==> src/rtl/divider_sequential.sv <==
// Iterative 32-bit radix-2 restoring divider with a valid/ready handshake and 33-edge latency.
// Optional two's-complement operation is enabled by defining DIVIDER_SIGNED_EN.
module divider_sequential (
    input  logic        clk,
    input  logic        rst_n,
    input  logic        valid_in,
    output logic        ready_in,
    input  logic [31:0] a,
    input  logic [31:0] b,
    output logic        valid_out,
    output logic [31:0] q,
    output logic [31:0] rem,
    output logic        div_by_zero
);

    typedef enum logic [1:0] {
        IDLE = 2'd0,
        CALC = 2'd1,
        DONE = 2'd2
    } state_t;

    state_t      state;
    state_t      state_nxt;
    logic [4:0]  count;
    logic [31:0] prem;
    logic [31:0] qreg;
    logic [31:0] divisor;
    logic        b_zero;

    logic [32:0] shifted;
    logic        ge;
    logic [31:0] prem_nxt;
    logic [31:0] qreg_nxt;
    logic [31:0] q_final;
    logic [31:0] rem_final;
    logic [31:0] a_load;
    logic [31:0] b_load;

`ifdef DIVIDER_SIGNED_EN
    logic        neg_q;
    logic        neg_r;
    logic [31:0] a_raw;

    // Magnitudes; |0x8000_0000| is still 0x8000_0000 when read as unsigned.
    always_comb begin
        a_load = a[31] ? (~a + 32'd1) : a;
        b_load = b[31] ? (~b + 32'd1) : b;
    end
`else
    always_comb begin
        a_load = a;
        b_load = b;
    end
`endif

    // The shifted partial remainder can need 33 bits when the divisor MSB is set.
    always_comb begin
        shifted  = {prem, qreg[31]};
        ge       = shifted >= {1'b0, divisor};
        prem_nxt = ge ? (shifted[31:0] - divisor) : shifted[31:0];
        qreg_nxt = {qreg[30:0], ge};
    end

`ifdef DIVIDER_SIGNED_EN
    always_comb begin
        if (b_zero) begin
            q_final   = 32'hFFFF_FFFF;
            rem_final = a_raw;
        end else begin
            q_final   = neg_q ? (~qreg_nxt + 32'd1) : qreg_nxt;
            rem_final = neg_r ? (~prem_nxt + 32'd1) : prem_nxt;
        end
    end
`else
    always_comb begin
        q_final   = qreg_nxt;
        rem_final = prem_nxt;
    end
`endif

    always_ff @(posedge clk) begin
        if (!rst_n) begin
            state <= IDLE;
        end else begin
            state <= state_nxt;
        end
    end

    always_comb begin
        state_nxt = state;
        case (state)
            IDLE:    if (valid_in) state_nxt = CALC;
            CALC:    if (count == 5'd0) state_nxt = DONE;
            DONE:    state_nxt = IDLE;
            default: state_nxt = IDLE;
        endcase
    end

    always_comb begin
        ready_in  = (state == IDLE);
        valid_out = (state == DONE);
    end

    always_ff @(posedge clk) begin
        if (!rst_n) begin
            count       <= 5'd0;
            prem        <= 32'd0;
            qreg        <= 32'd0;
            divisor     <= 32'd0;
            b_zero      <= 1'b0;
            q           <= 32'd0;
            rem         <= 32'd0;
            div_by_zero <= 1'b0;
`ifdef DIVIDER_SIGNED_EN
            neg_q       <= 1'b0;
            neg_r       <= 1'b0;
            a_raw       <= 32'd0;
`endif
        end else begin
            case (state)
                IDLE: begin
                    if (valid_in) begin
                        divisor <= b_load;
                        b_zero  <= ~|b;
                        prem    <= 32'd0;
                        qreg    <= a_load;
                        count   <= 5'd31;
`ifdef DIVIDER_SIGNED_EN
                        neg_q   <= a[31] ^ b[31];
                        neg_r   <= a[31];
                        a_raw   <= a;
`endif
                    end
                end
                CALC: begin
                    prem <= prem_nxt;
                    qreg <= qreg_nxt;
                    if (count == 5'd0) begin
                        q           <= q_final;
                        rem         <= rem_final;
                        div_by_zero <= b_zero;
                    end else begin
                        count <= count - 5'd1;
                    end
                end
                default: ;
            endcase
        end
    end

endmodule
==> config.mk <==
export PLATFORM = sky130hd
export DESIGN_NAME = divider_sequential
export DESIGN_NICKNAME = d
export VERILOG_FILES = /design/src/rtl/divider_sequential.sv
export SDC_FILE = /design/constraint.sdc
export NUM_CORES = 1
export LEC_CHECK = 0
export ABC_AREA = 1
export CAP_MARGIN = 30
export CORE_MARGIN = 2
export CORE_UTILIZATION = 43
export CTS_CLUSTER_SIZE = 14
export DETAILED_ROUTE_END_ITERATION = 6
export PLACE_DENSITY = 0.67
export RECOVER_POWER = 25
export SLEW_MARGIN = 30
export SYNTH_ARGS = -nofsm -noshare
export SYNTH_HDL_FRONTEND = slang
export SYNTH_SLANG_ARGS = --single-unit
==> constraint.sdc <==
create_clock -name clk -period 2.23 [get_ports clk]
set_input_delay 0.5575 -clock clk [delete_from_list [all_inputs] [get_ports clk]]
set_output_delay 0.5575 -clock clk [all_outputs]
set_load 0.05 [all_outputs]
# Word level (Yosys, flattened, before mapping)

Cells that the tools add are included.

Bits in writable memories: 0
Output and inout bits: 67
Bits in registers: 169
Bits of input ports: 67
Latch bits: 0
Logic and storage cells: 38
Memories kept: 0
Memory bits (read-only): 0

Bitwise logic cells: 0
$mul: 0
Divide/modulo/power cells: 0
Reduce and logical (&&, ||, !) cells: 10
Eq/ne operators: 5
Shift-type cells: 0
Multiplexer cells: 11
$add $sub $neg: 2
$lt $le $gt $ge: 1

Operators by type and width:

| operator            | count |
|---|---|
| $pmux 32 s2         | 2 |
| $mux 32             | 3 |
| $ge 33x32->1        | 1 |
| $reduce_or 32->1    | 1 |
| $sub 32x32->32      | 1 |
| $mux 5              | 2 |
| $pmux 5 s2          | 1 |
| $reduce_and 2->1    | 4 |
| $ne 2x2->1 const B  | 3 |
| $logic_not 5->1     | 1 |
| $sub 5x1->5 const B | 1 |
| $mux 2              | 2 |
| $pmux 2 s2          | 1 |
| $reduce_and 3->1    | 1 |
| $eq 2x1->1 const B  | 1 |
| $eq 2x2->1 const B  | 1 |
| $logic_not 2->1     | 1 |
| $reduce_bool 2->1   | 1 |
| $logic_not 1->1     | 1 |

# Depth between registers and ports, before layout

Depth in word-level cells: 3
Gate-level depth with buffers: 18
Mapped depth without buffers: 17

# Worst setup path before layout

No wires, ideal clock.

Path kind: register -> register
Start point: reg state[0]
End point: reg qreg[23]
Data required time: 2.156 ns
Arrival time: 1.997 ns
Clock period less this slack: 2.072 ns
Path slack: 0.158 ns
Buffers on the path: 1
Stages on the path, launching flop included: 9
Setup time: 0.074 ns
Cells stage by stage: dfxtp_1 -> nor2_1 -> nand2_1 -> inv_1 -> nor2_1 -> inv_2 -> clkbuf_1 -> o21ai_0 -> a31oi_1

Cells in the longest elaborated chain, start to end: 3
Elaborated cells on any way between the ends: 6
Classes of those cells: eq/ne: 2; mux: 1; reduce/logical: 3

Ends and longest elaborated chain:

| what                                                      | line | source |
|---|---|---|
| start, declared                                           | 22   | `state_t state;` |
| start signal, assigned                                    | 85   | `state <= state_nxt;` |
| $logic_not 2->1 *                                         | -    |  |
| named net ready_in                                        | 7    | `output logic ready_in,` |
| $ne 2x2->1 (no line) or $reduce_bool 2->1 (tied branches) | -    |  |
| $reduce_and 2->1 (no line)                                | -    |  |
| end signal, assigned                                      | 126  | `qreg <= a_load;` |
| end signal, assigned                                      | 137  | `qreg <= qreg_nxt;` |
| end, declared                                             | 26   | `logic [31:0] qreg;` |

Mark *: on every way through the listed nets, which the timed path passes. The rest lies on a longest branch.
A chain may end at the register's enable or synchronous reset.

# Worst setup path after layout

Start point: reg q[26]
End point: out q[26]

RTL lines:

| what                   | line | source |
|---|---|---|
| start, declared        | 11   | `output logic [31:0] q,` |
| start signal, assigned | 139  | `q <= q_final;` |

No word-level cell between the ends.

==> impl_metrics.toml <==
[sta]
drv_slew = 0
finalClockSkew_ns = 0.00963
rsz0062_at_grt = "true"
max_slew_margin_pct = 62.5
worst_pin_slew_ns = 0.561
final.setup.tns_ns = 0
period_share_pct = 97.8
finalHoldViolCount = 0
timing.fmax_mhz = 458
fin_crit_ns = 2.18
setup_violations = 0

[cts]
htreeDepth = 4
tritoncts = "built"
clkSinkCount = 169
cts_hold_buffers = 0
cts_buffer_depth = 2
cts_made_buffers = 17
root_buffer = "clkbuf_16"
clk-insertion-delay-late_ns = 0.45
clkTransAtPathRegs_ns = 0.08

[logic_synthesis]
ys_warn_count = 0
synth_flop_cell = "dfxtp_1"
synth_mux_area_share_pct = 0
ys_types = 41
synth_nets = 1596
async_reset_ff_share_pct = 0
synth-xor-area-share_pct = 1.30
synth-edff-count = 0
syn_inst = 1494
synth_compound_area_share_pct = 13.6
syn_area_mm2 = 0.00947
synthSimpleGateAreaFrac_pct = 33.2
synth-seq-area-share_pct = 35.7
synthAdderAreaFrac_pct = 4.71
ys_seq_elements = 169
syn_area_per_cell_um2 = 6.34
synth_top_family_by_area = "simple AND/OR/NAND/NOR gates"

[finish]
diodes = 0
layout_commonest_cell = "nand2_1"
final_cell_mix = "nand2_1, inv_1, dfxtp_1"
drive_gt1_share_pct = 12.7
fin_util_pct = 57.9
finalNetCount = 1750
fillers = 2112
areaGrowthSynthToFinish_pct = 32.7

[placement]
dp_hpwl_um = 19800
io_buffers = 133
gp_congestion = 0.908

[worst_hold_path]
hold_class = "reg2reg"
worstHoldPathCells = 2

[floorplanning]
die_area_mm2 = 0.0232
initial_utilization_pct = 43.6
die_h_um = 152
ios = 134
die-width_um = 152
rows = 54
core_area_mm2 = 0.0217

[global_route]
overflow = 0
gr-usage-all-layers_pct = 23.6
grt_max_degree = 95
grt_pass1_wl_um = 45100
antenna_found_initial = 0
grt_pass1_vias = 9128

[route]
drt-total-wl_um = 27800
ant_nets = 0
via_per_inst = 4.96
drc_errors = 1
dr_total_vias = 9626
drtPass1Iterations = 7
wire_per_inst_um = 14.3
drt_first_iter_violations = 495

[critical_path]
arrival_ns = 1.62
crit_buf_inv = 1
cp_max_fo = 2
cpPeakStageDelay_ns = 0.82
reg2reg_depth = 15
crit_family = "buffers and inverters"
crit_path_cell_trace = "clkdlybuf4s50_1"
critPathCaptureType = "output port"
critPathRequiredTime_ns = 1.67
slowest_stage = "clkdlybuf4s50_1"
cp.depth = 1
worst_setup_path_start_kind = "flop"
crit_type = "reg2out"

[run_status]
outcome = "finished with violations"
violations = "design-rule violations"

[pwr]
finalPower_mw = 9.58
p_leak_nw = 6.25
pwr_density_cell_mw_per_mm2 = 763
ir_drop_v = 0.000533

[job]
maxCapViolCount = 0
-- tightest hold or removal path, stage by stage, from the launching register on --
cell and delay [ns]:
dfxtp_1 0.31, nand2_1 0.06, a21oi_1 0.05
-- stage by stage --
stage	setup slack, ns	hold slack (ns)	cells	instance area, µm²
floorplan	0.158	0.433	1494	9470
global placement	-0.0393	0.445	1908	11500
detailed placement	-0.00978	0.456	1908	11500
CTS	0.00242	0.468	1940	12100
global route	-0.0434	0.494	1941	12600
finish	0.0486	0.468	1941	12600
-- synth_stat cells, types with 12 or more instances --
| cell | instances | area, µm² |
|---|---|---|
| ha_1 | 34 | 425 |
| nor2_1 | 115 | 432 |
| o21ai_0 | 96 | 480 |
| a31oi_1 | 27 | 169 |
| dfxtp_1 | 169 | 3380 |
| o21a_1 | 32 | 240 |
| clkbuf_1 | 54 | 203 |
| a21oi_1 | 59 | 295 |
| xor2_1 | 12 | 105 |
| inv_1 | 214 | 803 |
| nand2_2 | 13 | 81.3 |
| nand3_1 | 99 | 495 |
| nand2_1 | 502 | 1880 |
-- report_power, final --
group | leakage (nW) | total (mW) | switching (mW) | internal [mW]
sequential | 1.39 | 3.42 | 0.146 | 3.27
clock | 0.300 | 3.10 | 1.56 | 1.54
combinational | 4.56 | 3.07 | 1.90 | 1.16
total | 6.25 | 9.58 | 3.61 | 5.98
-- repair_timing --
item / 4_1_cts / 5_1_grt
resized for setup: 3 / 97
buffers inserted: 0 / 1
pin swaps: 0 / 6
endpoints found under the setup margin: 2 / 71
-- logic make-up after synthesis --
logic type	count (synthesis)
compound gates	227
xor+xnor	14
buf+inv	282
flops	169
fa+ha+maj	35
simple gates	767
-- area by class of cell --
type                    count  area, µm²  share of cell area (%)
flip-flops and latches    169       3390                    27.0
repair buffers            197       1910                    15.2
inverters                 220        826                    6.58
clock inverters            15        194                    1.54
multi-input cells        1043       5470                    43.5
clock buffers              17        425                    3.39
well taps                 280        350                    2.79
-- registers in the layout, indices dropped and copies added (netlist names) --
signal,flops
divisor,32
prem,32
q,32
qreg,32
rem,32
count,5
state,2
b_zero,1
div_by_zero,1
-- worst paths after layout --
check          start      end  slack, ns
max reg2reg  prem[9]  qreg[0]       0.11
min            q[31]    q[31]       0.47
min reg2reg    q[31]    q[31]       0.47
max            q[26]    q[26]       0.05
-- per-layer routing --
metal	vias up	wire [µm]	track usage [%]
met5	-	0	0
met4	0	362	5.16
met3	27	1560	5.52
met2	209	13300	40.9
met1	4399	12500	29.9
li1	4991	-	-
(Power assumes the default switching activity.)
